--- config.mk ---
export PLATFORM = sky130hd
export DESIGN_NAME = dmem_lsu
export DESIGN_NICKNAME = d
export VERILOG_FILES = /design/src/rtl/dmem_lsu.sv
export SDC_FILE = /design/constraint.sdc
export NUM_CORES = 1
export LEC_CHECK = 0
export ABC_AREA = 0
export ABC_CLOCK_PERIOD_IN_PS = 2100
export CORE_ASPECT_RATIO = 1.25
export CORE_UTILIZATION = 43
export DETAILED_ROUTE_END_ITERATION = 12
export GPL_TIMING_DRIVEN = 0
export PLACE_DENSITY = 0.87
export REMOVE_ABC_BUFFERS = 1
export SYNTH_ARGS = -nofsm -noshare
export SYNTH_HDL_FRONTEND = slang
export SYNTH_SLANG_ARGS = --single-unit
--- constraint.sdc ---
create_clock -name clk -period 2.1 [get_ports clk]
set_input_delay 0.42 -clock clk [delete_from_list [all_inputs] [get_ports clk]]
set_output_delay 0.42 -clock clk [all_outputs]
set_load 0.005 [all_outputs]
--- src/rtl/dmem_lsu.sv ---
// rtl/dmem_lsu.sv - load/store unit for a word-addressed data memory (option: DMEM_LSU_ALIGN_CHECK_EN)
module dmem_lsu #(
   parameter int ADDR_W = 5
) (
   input  logic              clk,
   input  logic              rst_n,
   input  logic              req_valid,
   output logic              req_ready,
   input  logic              req_we,
   input  logic [1:0]        req_size,
   input  logic              req_unsigned,
   input  logic [31:0]       req_addr,
   input  logic [31:0]       req_wdata,
   output logic              rsp_valid,
   output logic [31:0]       rsp_rdata,
   output logic              rsp_err,
   output logic [ADDR_W-1:0] mem_rAddr,
   input  logic [31:0]       mem_rDout,
   output logic [ADDR_W-1:0] mem_wAddr,
   output logic [31:0]       mem_wDin,
   output logic              mem_wEna
);

`ifdef DMEM_LSU_ALIGN_CHECK_EN
   typedef enum logic [1:0] {S_IDLE = 2'd0, S_RD = 2'd1, S_WR = 2'd2, S_ERR = 2'd3} state_t;
`else
   typedef enum logic [1:0] {S_IDLE = 2'd0, S_RD = 2'd1, S_WR = 2'd2} state_t;
`endif

   state_t              state_q, state_d;
   logic                we_q, we_d;
   logic [1:0]          size_q, size_d;
   logic                uns_q, uns_d;
   logic [1:0]          lane_q, lane_d;
   logic [ADDR_W-1:0]   idx_q, idx_d;
   logic [31:0]         wdata_q, wdata_d;
   logic [31:0]         merge_q, merge_d;
   logic                rsp_valid_q, rsp_valid_d;
   logic [31:0]         rsp_rdata_q, rsp_rdata_d;
   logic                rsp_err_q, rsp_err_d;

   // Address bits above the memory depth are intentionally ignored.
   logic                unused_addr_hi;
   assign unused_addr_hi = ^req_addr[31:ADDR_W+2];

   // Request size and lane as they will be latched; misaligned flags an error.
   logic [1:0]          size_n;
   logic [1:0]          lane_n;
   logic                misalign;
   logic [7:0]          byte_sel;
   logic [15:0]         half_sel;
   logic [31:0]         ld_data;
   logic [31:0]         merged;

   // Normalise the incoming request (alignment checked or low bits forced to 0).
   always_comb begin
      size_n   = req_size;
      lane_n   = req_addr[1:0];
      misalign = 1'b0;
`ifdef DMEM_LSU_ALIGN_CHECK_EN
      misalign = (req_size == 2'b11)
               || (req_size == 2'b01 && req_addr[0])
               || (req_size == 2'b10 && req_addr[1:0] != 2'b00);
`else
      if (req_size == 2'b11) size_n = 2'b10;
      if (size_n == 2'b01) lane_n = {req_addr[1], 1'b0};
      else if (size_n == 2'b10) lane_n = 2'b00;
`endif
   end

   // Lane extraction with sign/zero extension, and partial-store lane merge.
   always_comb begin
      byte_sel = mem_rDout[{lane_q, 3'b000} +: 8];
      half_sel = lane_q[1] ? mem_rDout[31:16] : mem_rDout[15:0];
      case (size_q)
         2'b00:   ld_data = {{24{~uns_q & byte_sel[7]}}, byte_sel};
         2'b01:   ld_data = {{16{~uns_q & half_sel[15]}}, half_sel};
         default: ld_data = mem_rDout;
      endcase
      merged = mem_rDout;
      if (size_q == 2'b00) merged[{lane_q, 3'b000} +: 8] = wdata_q[7:0];
      else                 merged[{lane_q[1], 4'b0000} +: 16] = wdata_q[15:0];
   end

   // State and datapath registers; asynchronous reset aborts any operation.
   always_ff @(posedge clk or negedge rst_n) begin
      if (!rst_n) begin
         state_q     <= S_IDLE;
         we_q        <= 1'b0;
         size_q      <= 2'b00;
         uns_q       <= 1'b0;
         lane_q      <= 2'b00;
         idx_q       <= '0;
         wdata_q     <= 32'd0;
         merge_q     <= 32'd0;
         rsp_valid_q <= 1'b0;
         rsp_rdata_q <= 32'd0;
         rsp_err_q   <= 1'b0;
      end else begin
         state_q     <= state_d;
         we_q        <= we_d;
         size_q      <= size_d;
         uns_q       <= uns_d;
         lane_q      <= lane_d;
         idx_q       <= idx_d;
         wdata_q     <= wdata_d;
         merge_q     <= merge_d;
         rsp_valid_q <= rsp_valid_d;
         rsp_rdata_q <= rsp_rdata_d;
         rsp_err_q   <= rsp_err_d;
      end
   end

   // Next-state logic: accept in IDLE, read in RD, commit in WR, report in ERR.
   always_comb begin
      state_d     = state_q;
      we_d        = we_q;
      size_d      = size_q;
      uns_d       = uns_q;
      lane_d      = lane_q;
      idx_d       = idx_q;
      wdata_d     = wdata_q;
      merge_d     = merge_q;
      rsp_valid_d = 1'b0;
      rsp_rdata_d = rsp_rdata_q;
      rsp_err_d   = 1'b0;
      case (state_q)
         S_IDLE: begin
            if (req_valid) begin
               we_d    = req_we;
               size_d  = size_n;
               uns_d   = req_unsigned;
               lane_d  = lane_n;
               idx_d   = req_addr[ADDR_W+1:2];
               wdata_d = req_wdata;
               if (misalign) begin
`ifdef DMEM_LSU_ALIGN_CHECK_EN
                  state_d = S_ERR;
`endif
               end else if (req_we && size_n == 2'b10) begin
                  merge_d = req_wdata;
                  state_d = S_WR;
               end else begin
                  state_d = S_RD;
               end
            end
         end
         S_RD: begin
            if (we_q) begin
               merge_d = merged;
               state_d = S_WR;
            end else begin
               rsp_valid_d = 1'b1;
               rsp_rdata_d = ld_data;
               state_d     = S_IDLE;
            end
         end
         S_WR: begin
            rsp_valid_d = 1'b1;
            rsp_rdata_d = 32'd0;
            state_d     = S_IDLE;
         end
`ifdef DMEM_LSU_ALIGN_CHECK_EN
         S_ERR: begin
            rsp_valid_d = 1'b1;
            rsp_err_d   = 1'b1;
            rsp_rdata_d = 32'd0;
            state_d     = S_IDLE;
         end
`endif
         default: state_d = S_IDLE;
      endcase
   end

   assign req_ready = (state_q == S_IDLE);
   assign mem_wEna  = (state_q == S_WR);
   assign mem_rAddr = idx_q;
   assign mem_wAddr = idx_q;
   assign mem_wDin  = merge_q;
   assign rsp_valid = rsp_valid_q;
   assign rsp_rdata = rsp_rdata_q;
`ifdef DMEM_LSU_ALIGN_CHECK_EN
   assign rsp_err   = rsp_err_q;
`else
   logic unused_err;
   assign unused_err = rsp_err_q;
   assign rsp_err   = 1'b0;
`endif

endmodule
==> impl_metrics.py <==
metrics = {
    "logic_synthesis": {
        "synth_area_leaders": "dfrtp_1 41%, mux2i_1 5.6%, mux2_2 4.8%, a21oi_1 4.6%, a221o_1 4.2%",
        "syn_avg_cell_area_um2": 9.58,
        "yosys_warnings": 0,
        "synth_top_area_share_pct": 41.4,
        "synth_cells": 594,
        "synth_edf_count": 0,
        "ys.flop_type": "dfrtp_1",
        "ys_seq_elements": 94,
        "yosysSeqAreaShare_pct": 41.4,
        "synth-async-reset-ratio_pct": 100,
        "synthTopCellsByCount": "94 x dfrtp_1, 58 x nand2_1, 52 x a21oi_1",
        "yosysMostFrequentCell": "dfrtp_1",
        "yosys.area.top_type": "dfrtp_1",
        "synth_area_um2": 5690,
        "synth_cell_types": 56,
    },
    "power": {
        "power.density_nw_per_um2": 1610,
        "p_leak_nw": 3.13,
        "ir_worst_vdd_mv": 0.605,
    },
    "cts": {
        "clkLatencyLatePin_ns": 0.36,
        "clockBufferDepth": 2,
        "cts_tree": "built",
        "clock-root-buffer": "clkbuf_16",
        "clk_pin_slew_worst_paths_ns": 0.07,
        "cts_num_sinks": 94,
        "htreeDepth": 3,
        "hold_buffers": 0,
        "cts_made_buffers": 9,
    },
    "setup_path": {
        "rr_worst_depth": 8,
        "cp_num_cells": 8,
        "cp_cell_sequence": "clkinvlp_4 -> ha_4 -> nor3b_4 -> buf_12 -> buf_4 -> nand3_1 -> a221o_1 -> a31oi_1",
        "max_stage_delay_ns": 0.45,
        "slowest_stage": "dfrtp_4",
        "cp-end-kind": "flip-flop",
        "path_buf_inv": 3,
        "required_ns": 2.38,
        "critical_path_class": "flip-flop to flip-flop",
        "cp.arrival_ns": 2.39,
        "crit_fanout": 11,
        "crit_family": "compound AO/OA/AOI/OAI gates",
        "crit_path_start_kind": "flip-flop",
    },
    "global_route": {
        "grt_pass1_wl_um": 29800,
        "grt_pass1_vias": 5418,
        "grt_max_degree": 76,
        "antenna_found_initial": 0,
        "grt_usage_pct": 28.3,
        "grt_overflow": 0,
    },
    "routing": {
        "vias": 5895,
        "wl_um": 20200,
        "drc": 0,
        "routed_via_density": 6.46,
        "drtAntennaViolNets": 0,
        "drtIter0Drc": 667,
        "drt_first_pass_iters": 6,
        "routedWlPerCell_um": 22.1,
    },
    "timing": {
        "min_period_over_period_pct": 101,
        "maxSlewViolCount": 0,
        "finalSetupViolCount": 1,
        "slew_headroom_pct": 43.0,
        "whs_ns": 0.0867,
        "grt_setup_unrepaired": "true",
        "max_freq_mhz": 474,
        "finalClockSkew_ns": 0.00504,
        "worstMarginPinSlew_ns": 0.852,
        "fin_tns_setup_ns": -0.0111,
        "fin_crit_ns": 2.11,
        "finalHoldViolCount": 0,
        "worst_slack_ns": -0.0111,
    },
    "floorplan": {
        "dieArea_um2": 13700,
        "die_h_um": 131,
        "io_pins": 181,
        "rows": 46,
        "core_um2": 12800,
        "start_util_pct": 44.5,
        "die_x_um": 105,
    },
    "outcome": {
        "outcome": "complete, but fails checks",
        "violations": "negative setup slack",
    },
    "placed_design": {
        "hpwl_um": 12900,
        "finalWeightedCongestion": 0.866,
        "port_buffers": 154,
        "placed_cell_area_um2": 7200,
    },
    "layout": {
        "fin_area_um2": 7990,
        "num-nets-final": 850,
        "synthToLayoutAreaGrowth_pct": 40.5,
        "drive_above_1_share_pct": 15.7,
        "insertedDiodeCount": 0,
    },
    "job": {
        "maxCapViolations": 0,
    },
    "worst_hold_path": {
        "min_path_type": "input pin to asynchronous set/reset pin",
    },
}
==> per-stage QoR <==
step	worst slack [ns]	utilization [%]	total power, mW	instances
floorplan	-1.66	-	7.05	537
global placement	-2.86	55.7	9.33	859
detailed placement	-1.34	56.3	9.95	863
CTS	-0.0909	61.3	12.4	901
global route	-0.0713	62.5	13.5	912
finish	-0.0111	62.5	12.9	912
==> area by class of cell <==
cell class | count | area (um2)
fill | 1045 | 4790
inverter | 19 | 90.1
timing repair buffer | 188 | 1910
clock buffer | 9 | 225
sequential | 94 | 2360
multi-input combinational | 427 | 3120
tap | 168 | 210
clock inverter | 7 | 73.8
==> sequential cells by signal (all words and copies together), names as in the netlist <==
signal / cells
size_q: 2
rsp_valid: 1
state_q: 2
lane_q: 2
mem_rAddr: 5
wdata_q: 16
we_q: 1
rsp_rdata: 32
uns_q: 1
mem_wDin: 32
==> where the power goes <==
group | switching, mW | leakage (nW) | internal (mW) | total (mW)
registers | 0.939 | 1.15 | 2.67 | 3.61
logic | 3.82 | 1.85 | 3.80 | 7.61
clock network | 0.750 | 0.134 | 0.925 | 1.68
==> placed cells by master (no fill, tap or decap), drive strengths merged, types with 7 or more instances in the layout <==
cell type / n
a22o: 9
dfrtp: 94
a21oi: 52
nor3b: 13
a22oi: 26
inv: 18
ha: 8
a221o: 24
mux2: 24
nor2: 34
o211ai: 16
a31oi: 16
o21ai: 25
a221oi: 7
o2111ai: 7
nand3: 24
clkbuf: 9
clkdlybuf4s50: 153
o22a: 7
nand4: 7
mux2i: 32
a222oi: 7
nand2: 58
buf: 34
==> cell families after synthesis <==
family	count (synthesis)	synth area share [%]
AO/OA/AOI/OAI	205	25.8
AND/OR/NAND/NOR	153	13.3
flip-flops	94	41.4
buffers and inverters	76	6.97
multiplexers	57	10.8
adder cells (fa/ha/maj)	8	1.76
other	1	0.0659
==> routing by layer <==
metal,up-vias,global-route usage (%),share of wire (%)
met5,-,0,0
met4,0,17.6,6.0
met3,105,4.32,8.8
met2,430,47.3,48
met1,2820,34.9,37
li1,2540,-,-
==> repair_timing <==
action / in CTS / in global routing
setup buffers: 19 / 11
gates cloned: 3 / 1
pin swaps: 6 / 9
setup endpoints to repair: 93 / 66
gates resized for setup: 25 / 24
==> path summary, 6_finish.rpt <==
kind                                                from  slack (ns)                        end
min in group clk                rsp_rdata[5]$_DFFE_PN0P_        0.48   rsp_rdata[5]$_DFFE_PN0P_
max in group asynchronous                          rst_n        1.34           we_q$_DFFE_PN0P_
worst min-delay path                               rst_n        0.09  rsp_rdata[16]$_DFFE_PN0P_
worst max-delay path               lane_q[0]$_DFFE_PN0P_       -0.01   mem_wDin[17]$_DFFE_PN0P_
worst max register to register     lane_q[0]$_DFFE_PN0P_       -0.01   mem_wDin[17]$_DFFE_PN0P_
worst min register to register  rsp_rdata[5]$_DFFE_PN0P_        0.48   rsp_rdata[5]$_DFFE_PN0P_
Power figures use the tool's default switching activity.
